**config.mk**
```make
export PLATFORM = sky130hd
export DESIGN_NAME = versatile_io_hub
export DESIGN_NICKNAME = d
export VERILOG_FILES = /design/src/rtl/versatile_io_pkg.sv /design/src/rtl/versatile_io_irq.sv /design/src/rtl/versatile_io_hub.sv
export SDC_FILE = /design/constraint.sdc
export NUM_CORES = 1
export LEC_CHECK = 0
export BUFFER_PORTS_ARGS = -buffer_cell sky130_fd_sc_hd__buf_2
export CAP_MARGIN = 20
export CORE_UTILIZATION = 43
export CTS_CLUSTER_SIZE = 30
export DETAILED_ROUTE_END_ITERATION = 10
export MAX_ROUTING_LAYER = met4
export PLACE_DENSITY = 0.79
export SYNTH_ARGS = -nofsm -noshare
export SYNTH_HDL_FRONTEND = slang
export SYNTH_HIERARCHICAL = 1
export SYNTH_SLANG_ARGS = --single-unit
```
**constraint.sdc**
```tcl
create_clock -name wbs_clk -period 2.05 [get_ports wbs_clk]
set_clock_uncertainty 0.2 [all_clocks]
set_input_delay 0.3075 -clock wbs_clk [delete_from_list [all_inputs] [get_ports wbs_clk]]
set_output_delay 0.3075 -clock wbs_clk [all_outputs]
set_load 0.005 [all_outputs]
```
**src/rtl/versatile_io_pkg.sv**
```systemverilog
// versatile_io_pkg: shared definitions for the versatile IO hub.
//   - FSM state encoding
//   - internal register offsets (word index adr[3:2])
//   - STATUS register bit positions
//   - byte-lane replicate / collapse helpers used by 8-bit channels
package versatile_io_pkg;

  typedef enum logic [1:0] {
    ST_IDLE = 2'd0,
    ST_FWD  = 2'd1,
    ST_RESP = 2'd2
  } state_e;

  localparam logic [1:0] REG_PEND   = 2'd0;  // W1C
  localparam logic [1:0] REG_MASK   = 2'd1;  // RW
  localparam logic [1:0] REG_STATUS = 2'd2;  // RO
  localparam logic [1:0] REG_RSVD   = 2'd3;  // reads 0

  localparam int STATUS_TMO_BIT = 31;  // a channel timeout has been seen
  localparam int STATUS_CH_LSB  = 0;   // [2:0] channel that timed out
  localparam int STATUS_CH_W    = 3;

  // Copy one byte onto all four lanes.
  function automatic logic [31:0] byte_replicate(input logic [7:0] b);
    return {4{b}};
  endfunction

  // OR together the byte lanes enabled by sel.
  function automatic logic [7:0] byte_collapse(input logic [31:0] d,
                                               input logic [3:0]  sel);
    logic [7:0] r;
    r = '0;
    for (int i = 0; i < 4; i++)
      if (sel[i]) r = r | d[8*i +: 8];
    return r;
  endfunction

endpackage

```
**src/rtl/versatile_io_irq.sv**
```systemverilog
// versatile_io_irq: interrupt pending / mask registers and the hub irq line.
// Ports:
//   clk, rst     : clock, synchronous active-high reset
//   ch_irq_i     : per-channel interrupt requests (level, sampled every cycle)
//   pend_w1c_i   : write strobe for IRQ_PEND (write-1-to-clear)
//   mask_we_i    : write strobe for IRQ_MASK
//   wdata_i      : write data (channel bits only)
//   pend_o/mask_o: current register contents
//   irq_o        : registered |(pend & mask)
module versatile_io_irq
  import versatile_io_pkg::*;
#(
  parameter int NCH = 2
) (
  input  logic           clk,
  input  logic           rst,
  input  logic [NCH-1:0] ch_irq_i,
  input  logic           pend_w1c_i,
  input  logic           mask_we_i,
  input  logic [NCH-1:0] wdata_i,
  output logic [NCH-1:0] pend_o,
  output logic [NCH-1:0] mask_o,
  output logic           irq_o
);
  logic [NCH-1:0] pend_q, pend_d, mask_q, mask_d;
  logic           irq_q, irq_d;

  always_comb begin
    pend_d = pend_q;
    if (pend_w1c_i) pend_d = pend_q & ~wdata_i;
    // A request in the same cycle as the clear keeps the bit set.
    pend_d = pend_d | ch_irq_i;
    mask_d = mask_we_i ? wdata_i : mask_q;
    irq_d  = |(pend_q & mask_q);
  end

  always_ff @(posedge clk) begin
    if (rst) begin
      pend_q <= '0;
      mask_q <= '0;
      irq_q  <= 1'b0;
    end else begin
      pend_q <= pend_d;
      mask_q <= mask_d;
      irq_q  <= irq_d;
    end
  end

  assign pend_o = pend_q;
  assign mask_o = mask_q;
  assign irq_o  = irq_q;

endmodule

```
**src/rtl/versatile_io_hub.sv**
```systemverilog
// versatile_io_hub: Wishbone slave that forwards accesses to NCH peripheral
// channels, plus a small internal register block (IRQ_PEND, IRQ_MASK, STATUS).
// Address decode: hit when adr[31:MAP_LO] matches BASE; channel index is
// adr[CH_LO+2:CH_LO]; index NCH selects internal registers, above is unmapped.
// Ports:
//   wbs_*    : Wishbone slave side (clock wbs_clk, sync active-high wbs_rst)
//   ch_*     : shared channel master bus, one ch_cyc_o bit per channel;
//              ch_dat_i packs channel i at [32i+31:32i]
//   ch_irq_i : channel interrupt requests; irq_o is the combined interrupt
// Optional feature: define VERSATILE_IO_TIMEOUT_EN to abort channel accesses
// that are not acked within TIMEOUT cycles with a bus error.
module versatile_io_hub
  import versatile_io_pkg::*;
#(
  parameter int             NCH     = 2,
  parameter logic [31:0]    BASE    = 32'h9000_0000,
  parameter int             MAP_LO  = 8,
  parameter int             CH_LO   = 5,
  parameter logic [NCH-1:0] BYTE_CH = '1,
  parameter int             TIMEOUT = 255
) (
  input  logic              wbs_clk,
  input  logic              wbs_rst,
  input  logic [31:0]       wbs_dat_i,
  input  logic [31:0]       wbs_adr_i,
  input  logic [3:0]        wbs_sel_i,
  input  logic              wbs_we_i,
  input  logic              wbs_stb_i,
  input  logic              wbs_cyc_i,
  output logic [31:0]       wbs_dat_o,
  output logic              wbs_ack_o,
  output logic              wbs_err_o,
  output logic              wbs_stall_o,
  output logic [NCH-1:0]    ch_cyc_o,
  output logic              ch_stb_o,
  output logic              ch_we_o,
  output logic [31:0]       ch_adr_o,
  output logic [31:0]       ch_dat_o,
  output logic [3:0]        ch_sel_o,
  input  logic [NCH*32-1:0] ch_dat_i,
  input  logic [NCH-1:0]    ch_ack_i,
  input  logic [NCH-1:0]    ch_irq_i,
  output logic              irq_o
);
  state_e         state_q, state_d;
  logic [NCH-1:0] cyc_q, cyc_d;
  logic           stb_q, stb_d, we_q, we_d, byte_q, byte_d, ack_q, ack_d;
  logic [31:0]    adr_q, adr_d, wdat_q, wdat_d, rdat_q, rdat_d;
  logic [3:0]     sel_q, sel_d;

  logic           hit, is_chan, is_int, ack_hit, pend_w1c, mask_we;
  logic [2:0]     idx;
  logic [NCH-1:0] idx_oh, pend, mask;
  logic [31:0]    ch_rdat, reg_rdat, status;

`ifdef VERSATILE_IO_TIMEOUT_EN
  logic           err_q, err_d;
  logic [15:0]    tmo_q, tmo_d;
  logic [2:0]     idx_q, idx_d;
  logic [31:0]    status_q, status_d;
  assign status = status_q;
`else
  assign status = '0;
`endif

  assign hit     = wbs_cyc_i & wbs_stb_i & (wbs_adr_i[31:MAP_LO] == BASE[31:MAP_LO]);
  assign idx     = wbs_adr_i[CH_LO+2:CH_LO];
  assign is_chan = 32'(idx) < 32'(NCH);
  assign is_int  = 32'(idx) == 32'(NCH);
  assign idx_oh  = NCH'(1) << idx;  // all zero when idx >= NCH

  // cyc_q is one-hot on the active channel, so it doubles as the mux select.
  assign ack_hit = |(ch_ack_i & cyc_q);
  always_comb begin
    ch_rdat = '0;
    for (int i = 0; i < NCH; i++)
      if (cyc_q[i]) ch_rdat = ch_dat_i[32*i +: 32];
  end

  always_comb begin
    case (wbs_adr_i[3:2])
      REG_PEND:   reg_rdat = 32'(pend);
      REG_MASK:   reg_rdat = 32'(mask);
      REG_STATUS: reg_rdat = status;
      default:    reg_rdat = '0;
    endcase
  end

  // Internal register writes take effect the cycle the request is accepted.
  assign pend_w1c = (state_q == ST_IDLE) & hit & is_int & wbs_we_i & (wbs_adr_i[3:2] == REG_PEND);
  assign mask_we  = (state_q == ST_IDLE) & hit & is_int & wbs_we_i & (wbs_adr_i[3:2] == REG_MASK);

  always_comb begin
    state_d = state_q;
    cyc_d   = cyc_q;
    stb_d   = stb_q;
    we_d    = we_q;
    byte_d  = byte_q;
    adr_d   = adr_q;
    wdat_d  = wdat_q;
    sel_d   = sel_q;
    ack_d   = 1'b0;
    rdat_d  = '0;
`ifdef VERSATILE_IO_TIMEOUT_EN
    err_d    = 1'b0;
    tmo_d    = tmo_q;
    idx_d    = idx_q;
    status_d = status_q;
`endif
    unique case (state_q)
      ST_IDLE: begin
        if (hit) begin
          if (is_chan) begin
            state_d = ST_FWD;
            cyc_d   = idx_oh;
            stb_d   = 1'b1;
            we_d    = wbs_we_i;
            adr_d   = wbs_adr_i;
            byte_d  = |(idx_oh & BYTE_CH);
            if (byte_d) begin
              wdat_d = byte_replicate(byte_collapse(wbs_dat_i, wbs_sel_i));
              sel_d  = 4'b0001;
            end else begin
              wdat_d = wbs_dat_i;
              sel_d  = wbs_sel_i;
            end
`ifdef VERSATILE_IO_TIMEOUT_EN
            tmo_d = 16'(TIMEOUT);
            idx_d = idx;
`endif
          end else begin
            // Internal and unmapped accesses answer directly; unmapped reads 0.
            state_d = ST_RESP;
            ack_d   = 1'b1;
            if (is_int && !wbs_we_i) rdat_d = reg_rdat;
          end
        end
      end
      ST_FWD: begin
        if (!wbs_cyc_i) begin
          // Master abandoned the cycle: drop it silently.
          state_d = ST_IDLE;
          cyc_d   = '0;
          stb_d   = 1'b0;
        end else if (ack_hit) begin
          state_d = ST_RESP;
          cyc_d   = '0;
          stb_d   = 1'b0;
          ack_d   = 1'b1;
          if (!we_q) rdat_d = byte_q ? byte_replicate(ch_rdat[7:0]) : ch_rdat;
        end
`ifdef VERSATILE_IO_TIMEOUT_EN
        else if (tmo_q == '0) begin
          state_d  = ST_RESP;
          cyc_d    = '0;
          stb_d    = 1'b0;
          err_d    = 1'b1;
          status_d = '0;
          status_d[STATUS_TMO_BIT] = 1'b1;
          status_d[STATUS_CH_LSB +: STATUS_CH_W] = idx_q;
        end else begin
          tmo_d = tmo_q - 16'd1;
        end
`endif
      end
      default: state_d = ST_IDLE;  // RESP lasts exactly one cycle
    endcase
  end

  always_ff @(posedge wbs_clk) begin
    if (wbs_rst) begin
      state_q <= ST_IDLE;
      cyc_q   <= '0;
      stb_q   <= 1'b0;
      we_q    <= 1'b0;
      byte_q  <= 1'b0;
      adr_q   <= '0;
      wdat_q  <= '0;
      sel_q   <= '0;
      ack_q   <= 1'b0;
      rdat_q  <= '0;
`ifdef VERSATILE_IO_TIMEOUT_EN
      err_q    <= 1'b0;
      tmo_q    <= '0;
      idx_q    <= '0;
      status_q <= '0;
`endif
    end else begin
      state_q <= state_d;
      cyc_q   <= cyc_d;
      stb_q   <= stb_d;
      we_q    <= we_d;
      byte_q  <= byte_d;
      adr_q   <= adr_d;
      wdat_q  <= wdat_d;
      sel_q   <= sel_d;
      ack_q   <= ack_d;
      rdat_q  <= rdat_d;
`ifdef VERSATILE_IO_TIMEOUT_EN
      err_q    <= err_d;
      tmo_q    <= tmo_d;
      idx_q    <= idx_d;
      status_q <= status_d;
`endif
    end
  end

  versatile_io_irq #(.NCH(NCH)) u_irq (
    .clk       (wbs_clk),
    .rst       (wbs_rst),
    .ch_irq_i  (ch_irq_i),
    .pend_w1c_i(pend_w1c),
    .mask_we_i (mask_we),
    .wdata_i   (wbs_dat_i[NCH-1:0]),
    .pend_o    (pend),
    .mask_o    (mask),
    .irq_o     (irq_o)
  );

  assign wbs_dat_o   = rdat_q;
  assign wbs_ack_o   = ack_q;
`ifdef VERSATILE_IO_TIMEOUT_EN
  assign wbs_err_o   = err_q;
`else
  assign wbs_err_o   = 1'b0;
`endif
  assign wbs_stall_o = (state_q != ST_IDLE);
  assign ch_cyc_o    = cyc_q;
  assign ch_stb_o    = stb_q;
  assign ch_we_o     = we_q;
  assign ch_adr_o    = adr_q;
  assign ch_dat_o    = wdat_q;
  assign ch_sel_o    = sel_q;

endmodule

```
After elaboration in Yosys (flattened, before gate mapping)

Cells that the tools add are included.

Bits in registers: 113
Input bits: 141
Output and inout port bits: 108
Word-level logic and storage cells: 99

$lt $le $gt $ge: 1
Eq/ne operators: 7
Shift operators: 1
Muxes and demuxes: 50
Bitwise operators: 15
Reduce and logical (&&, ||, !) cells: 12

Operators by type and width:

| operator                                                              | count |
|---|---|
| 32-bit two-way mux                                                    | 10 |
| 8-bit two-way mux                                                     | 16 |
| 32-bit one-hot mux with 2 select lines                                | 1 |
| 24-bit == test (second input constant)                                | 1 |
| 8-bit bitwise OR                                                      | 3 |
| 2-bit two-way mux                                                     | 9 |
| 2-bit one-hot mux with 2 select lines                                 | 3 |
| 1-bit two-way mux                                                     | 8 |
| 1-bit bitwise AND                                                     | 7 |
| 2-bit bitwise AND                                                     | 3 |
| 2-bit OR reduction                                                    | 3 |
| 2-bit by 1-bit == test with 1-bit output (second input constant)      | 2 |
| 2-bit logical NOT                                                     | 2 |
| 4-bit two-way mux                                                     | 1 |
| 2-bit != test (second input constant)                                 | 2 |
| 1-bit one-hot mux with 2 select lines                                 | 2 |
| 4-bit AND reduction                                                   | 1 |
| 2-bit nonzero test                                                    | 2 |
| 3-bit by 2-bit == test with 1-bit output (second input constant)      | 1 |
| 3-bit by 2-bit < comparator with 1-bit output (second input constant) | 1 |
| 3-bit != test (second input constant)                                 | 1 |
| 3-bit AND reduction                                                   | 1 |
| 1-bit by 3-bit << shifter with 2-bit output (first input constant)    | 1 |
| 2-bit inverter                                                        | 1 |
| 4 further kinds                                                       | 4 |

Longest topological paths before layout

Depth after elaboration: 21
Mapped depth: 7
Depth with buffers taken out: 6

Modules after synthesis

Netlist, hierarchy kept.

Modules (own cells, without submodules):

| module           | times used | cells an instance | area each (um^2) | sequential area each (um^2) |
|---|---|---|---|---|
| versatile_io_hub | 1          | 394               | 4058.9           | 2162.1 |
| versatile_io_irq | 1          | 17                | 183.9            | 100.1 |

Least setup slack after synthesis

No wires, ideal clock.

Path type: input port to flip-flop
Start: input port wbs_adr_i[14]
End: register u_irq.mask_q[0], in the netlist u_irq/mask_o[0]
Setup time: 114 ps
Arrival: 1614 ps
Data required time: 1736 ps
Path slack: 122 ps
Cell stages on the path: 7
Path buffers: 1
Cell sequence: nor4_1 -> and4_1 -> buf_2 -> and3_1 -> and3_1 -> mux2i_1 -> nor2_1

Word-level cells in the longest chain between the ends: 6

RTL lines:

| item                           | RTL line               | text |
|---|---|---|
| start, declared                | versatile_io_hub.sv:25 | `input logic [31:0] wbs_adr_i,` |
| 24-bit == test                 | versatile_io_hub.sv:66 | `assign hit = wbs_cyc_i & wbs_stb_i & (wbs_adr_i[31:MAP_LO] == BASE[31:MAP_LO]);` |
| 1-bit bitwise AND              | versatile_io_hub.sv:66 |  |
| 1-bit bitwise AND (4 in a row) | versatile_io_hub.sv:91 | `assign mask_we = (state_q == ST_IDLE) & hit & is_int & wbs_we_i & (wbs_adr_i[3:2] == REG_MASK);` |
| net mask_we                    | versatile_io_hub.sv:51 | `logic hit, is_chan, is_int, ack_hit, pend_w1c, mask_we;` |
| end signal, assigned           | versatile_io_irq.sv:44 | `mask_q <= mask_d;` |
| end, declared                  | versatile_io_irq.sv:25 | `logic [NCH-1:0] pend_q, pend_d, mask_q, mask_d;` |

The timed path passes the listed nets, and every way through them passes these cells.
A chain may end at the register's enable or synchronous reset.

Worst setup path in the final report

Start: register cyc_q[0], in the netlist ch_cyc_o[0]
End: register rdat_q[11], in the netlist wbs_dat_o[11]

Word-level cells in the longest chain between the ends: 7
Elaborated cells on any way between the ends: 9
Those cells by class: mux (7); bitwise (1); reduce/logical (1)

RTL lines:

| item                                       | RTL line                | text |
|---|---|---|
| start, declared                            | versatile_io_hub.sv:46  | `logic [NCH-1:0] cyc_q, cyc_d;` |
| start signal, assigned                     | versatile_io_hub.sv:190 | `cyc_q <= cyc_d;` |
| 32-bit two-way mux (2 in a row)            | versatile_io_hub.sv:77  | `if (cyc_q[i]) ch_rdat = ch_dat_i[32*i +: 32];` |
| 32-bit two-way mux (2 in a row)            | versatile_io_hub.sv:150 | `if (!we_q) rdat_d = byte_q ? byte_replicate(ch_rdat[7:0]) : ch_rdat;` |
| 32-bit two-way mux (*)                     | versatile_io_hub.sv:145 | `end else if (ack_hit) begin` |
| 32-bit two-way mux (*)                     | versatile_io_hub.sv:140 | `if (!wbs_cyc_i) begin` |
| 32-bit one-hot mux with 2 select lines (*) | versatile_io_hub.sv:110 | `unique case (state_q)` |
| end signal, assigned                       | versatile_io_hub.sv:198 | `rdat_q <= rdat_d;` |
| end, declared                              | versatile_io_hub.sv:48  | `logic [31:0] adr_q, adr_d, wdat_q, wdat_d, rdat_q, rdat_d;` |

Every way passes the cells marked *; elsewhere a longest branch is shown, timed or not.

==> out/results.ini <==
[detailed_routing]
remaining_drc_errors = 0
drt-total-wl_um = 17100
firstDrtPassIters = 5
wl_per_cell_um = 19.1
viasPerCell = 5.52
via_count = 4947
drt_iter0_drc = 263
drtAntennaViolNets = 0

[cts]
clockBufferDepth = 2
cts-buffers-inserted = 17
cts_htree_levels = 4
clk_pin_slew_ns = 0.06
cts.sinks = 113
cts_root_buf = clkbuf_8
cts_tree = built
clock_latency_ns = 0.49

[setup_path]
startpoint_type = register
critPathCaptureType = register
path_class = reg2reg
critPathMaxFanout = 13
worstPathRequired_ns = 2.26
arrival_ns = 2.22

[synth]
synthCells = 411
ys_seq_elements = 113
syn_area_per_cell_um2 = 10.3
ys_types = 53
synth_nets = 552
synth_seq_area_share_pct = 53.3
synth_area_mm2 = 0.00424
async_flop_share_pct = 0
synth_flop_cell = dfxtp_1
synth_warnings = 6
synth-edff-count = 0

[die]
dieArea_mm2 = 0.0103
pin_count = 249
core_area_mm2 = 0.00942
num_rows = 35
initial_core_util_pct = 45.1
die_h_um = 101
die_x_um = 101

[cells_and_area]
syn2layout_area_growth_pct = 67.2
seq_area_mm2 = 0.00226
final_common_cell = buf_2
mostFrequentLayoutCells = buf_2 (247), dfxtp_1 (112), dlygate4sd3_1 (77), nor2_1 (37)
multi_input_area_mm2 = 0.00182
nets = 893
fin_util_pct = 75.4
num-fill-cells = 658
drive_above_1_share_pct = 43.9

[grt]
grt_first_pass_wirelength_um = 26000
grt_overflow = 0
grt.total_usage_pct = 35.3
antenna_found_initial = 1
grt_max_degree = 37
grt_pass1_vias = 4908

[pwr]
powerDensity_mw_per_mm2 = 763
p_comb_share_pct = 6.9
irDropWorstVdd_v = 0.000578
p_sw_uw = 1250
clkPwrFrac_pct = 52.4
internal-power_uw = 4160
power_leakage_uw = 0.00326
p_sw_share_pct = 23.2
seqPwrFrac_pct = 40.7

[placed_design]
pre_cts_slack_ns = -0.176
numPortBuffers = 247
dp_hpwl_um = 10000
place_congestion = 0.910

[timing]
max_slew_margin_pct = 50.0
setup_viol = 0
hold_slack_ns = 0.127
max_freq_mhz = 496
postLayoutSetupSlackWorst_ns = 0.0344
maxSlewViolCount = 0
worst_slew_pin_slew_ns = 0.746
hold_violations = 0
timing.final.crit_period_ns = 2.02
final.period_utilization_pct = 98.3

[job]
drv_cap = 0

[run_status]
status = completed

[hold_path]
hp-class = in2reg

-- Yosys cell counts, drive strengths merged, types with 8 or more instances --
| library cell | count | area share [%] |
|---|---|---|
| o21a | 24 | 4.2 |
| a21o | 8 | 1.4 |
| buf | 13 | 2.6 |
| nor2 | 41 | 3.8 |
| dfxtp | 113 | 53 |
| a22oi | 13 | 2.3 |
| nand3 | 10 | 1.2 |
| and2 | 27 | 4.0 |
| a22o | 11 | 2.3 |
| clkbuf | 19 | 1.7 |
| a221oi | 24 | 5.0 |
| o21ai | 21 | 2.5 |
| a21oi | 23 | 3.1 |
-- layer usage --
layer / track usage [%] / up-vias / wire length (um)
met3: 15.1 / 95 / 1480
met2: 56.5 / 346 / 8430
met4: 22.1 / 0 / 1080
met1: 35.6 / 2297 / 6140
li1: - / 2209 / -
met5: - / - / 0
-- metrics by stage --
stage	instance area, um2	cells	total power, uW	setup TNS (ns)
detailed placement	5690	783	2500	-5.37
global placement	5690	783	2500	-0.340
floorplan	4240	411	2330	0
finish	7100	897	5410	0
global route	7090	895	5590	-0.00113
CTS	7040	892	5400	0
-- power by group through the flow --
stage                     Combinational [uW]  Sequential (uW)  Clock (uW)
after global placement                   249             2250           0
after CTS                                353             2200        2850
after global routing                     406             2200        2980
after floorplan                         80.7             2250           0
final                                    375             2200        2840
after detailed placement                 254             2250           0
-- state kept, by name (all words and copies together), names as in the netlist, 2 cells and up --
signal / count
ch_adr_o: 32
ch_dat_o: 32
wbs_dat_o: 32
ch_sel_o: 4
ch_cyc_o: 2
state_q: 2
u_irq/mask_o: 2
u_irq/pend_o: 2
-- logic make-up (layout without fill, tap and decap cells) --
kind of cell	after synthesis	after routing	synth area share, %
DFF	113	113	53.3
other	1	4	0.0884
muxes	4	4	0.944
AOI/OAI and AO/OA	147	147	25.6
and+or+nand+nor	110	111	15.5
buffers and inverters	36	389	4.60
-- critical path, cell delays in order (launching register included) --
cell and delay [ns]:
dfxtp_1 0.38, nor2b_4 0.39, a221oi_1 0.17, dlygate4sd3_1 0.60
nor2_2 0.18
-- cell type report --
type | count | share of cell area, %
antenna | 3 | 0.106
tap | 129 | 2.27
multi-input combinational | 263 | 25.7
clock inverter | 15 | 2.27
clock buffer | 17 | 5.84
timing repair buffer | 353 | 31.7
sequential | 113 | 31.9
inverter | 4 | 0.212
-- path summary, 6_finish.rpt --
check / startpoint / to / slack [ns] / cells past startpoint
worst min register to register: ch_adr_o[25] / ch_adr_o[25] / 0.25 / 1
worst max-delay path: ch_cyc_o[0] / wbs_dat_o[11] / 0.03 / 4
worst max register to register: ch_cyc_o[0] / wbs_dat_o[11] / 0.03 / 4
worst min-delay path: ch_ack_i[1] / state_q[0] / 0.13 / 4
-- repair_timing --
action,CTS,global route
buffers inserted,0,1
gates cloned,0,1
hold buffers,77,0
gates resized for setup,2,8
endpoints found under the hold margin,52,0
setup endpoints to repair,25,42
Power figures use the tool's default switching activity.
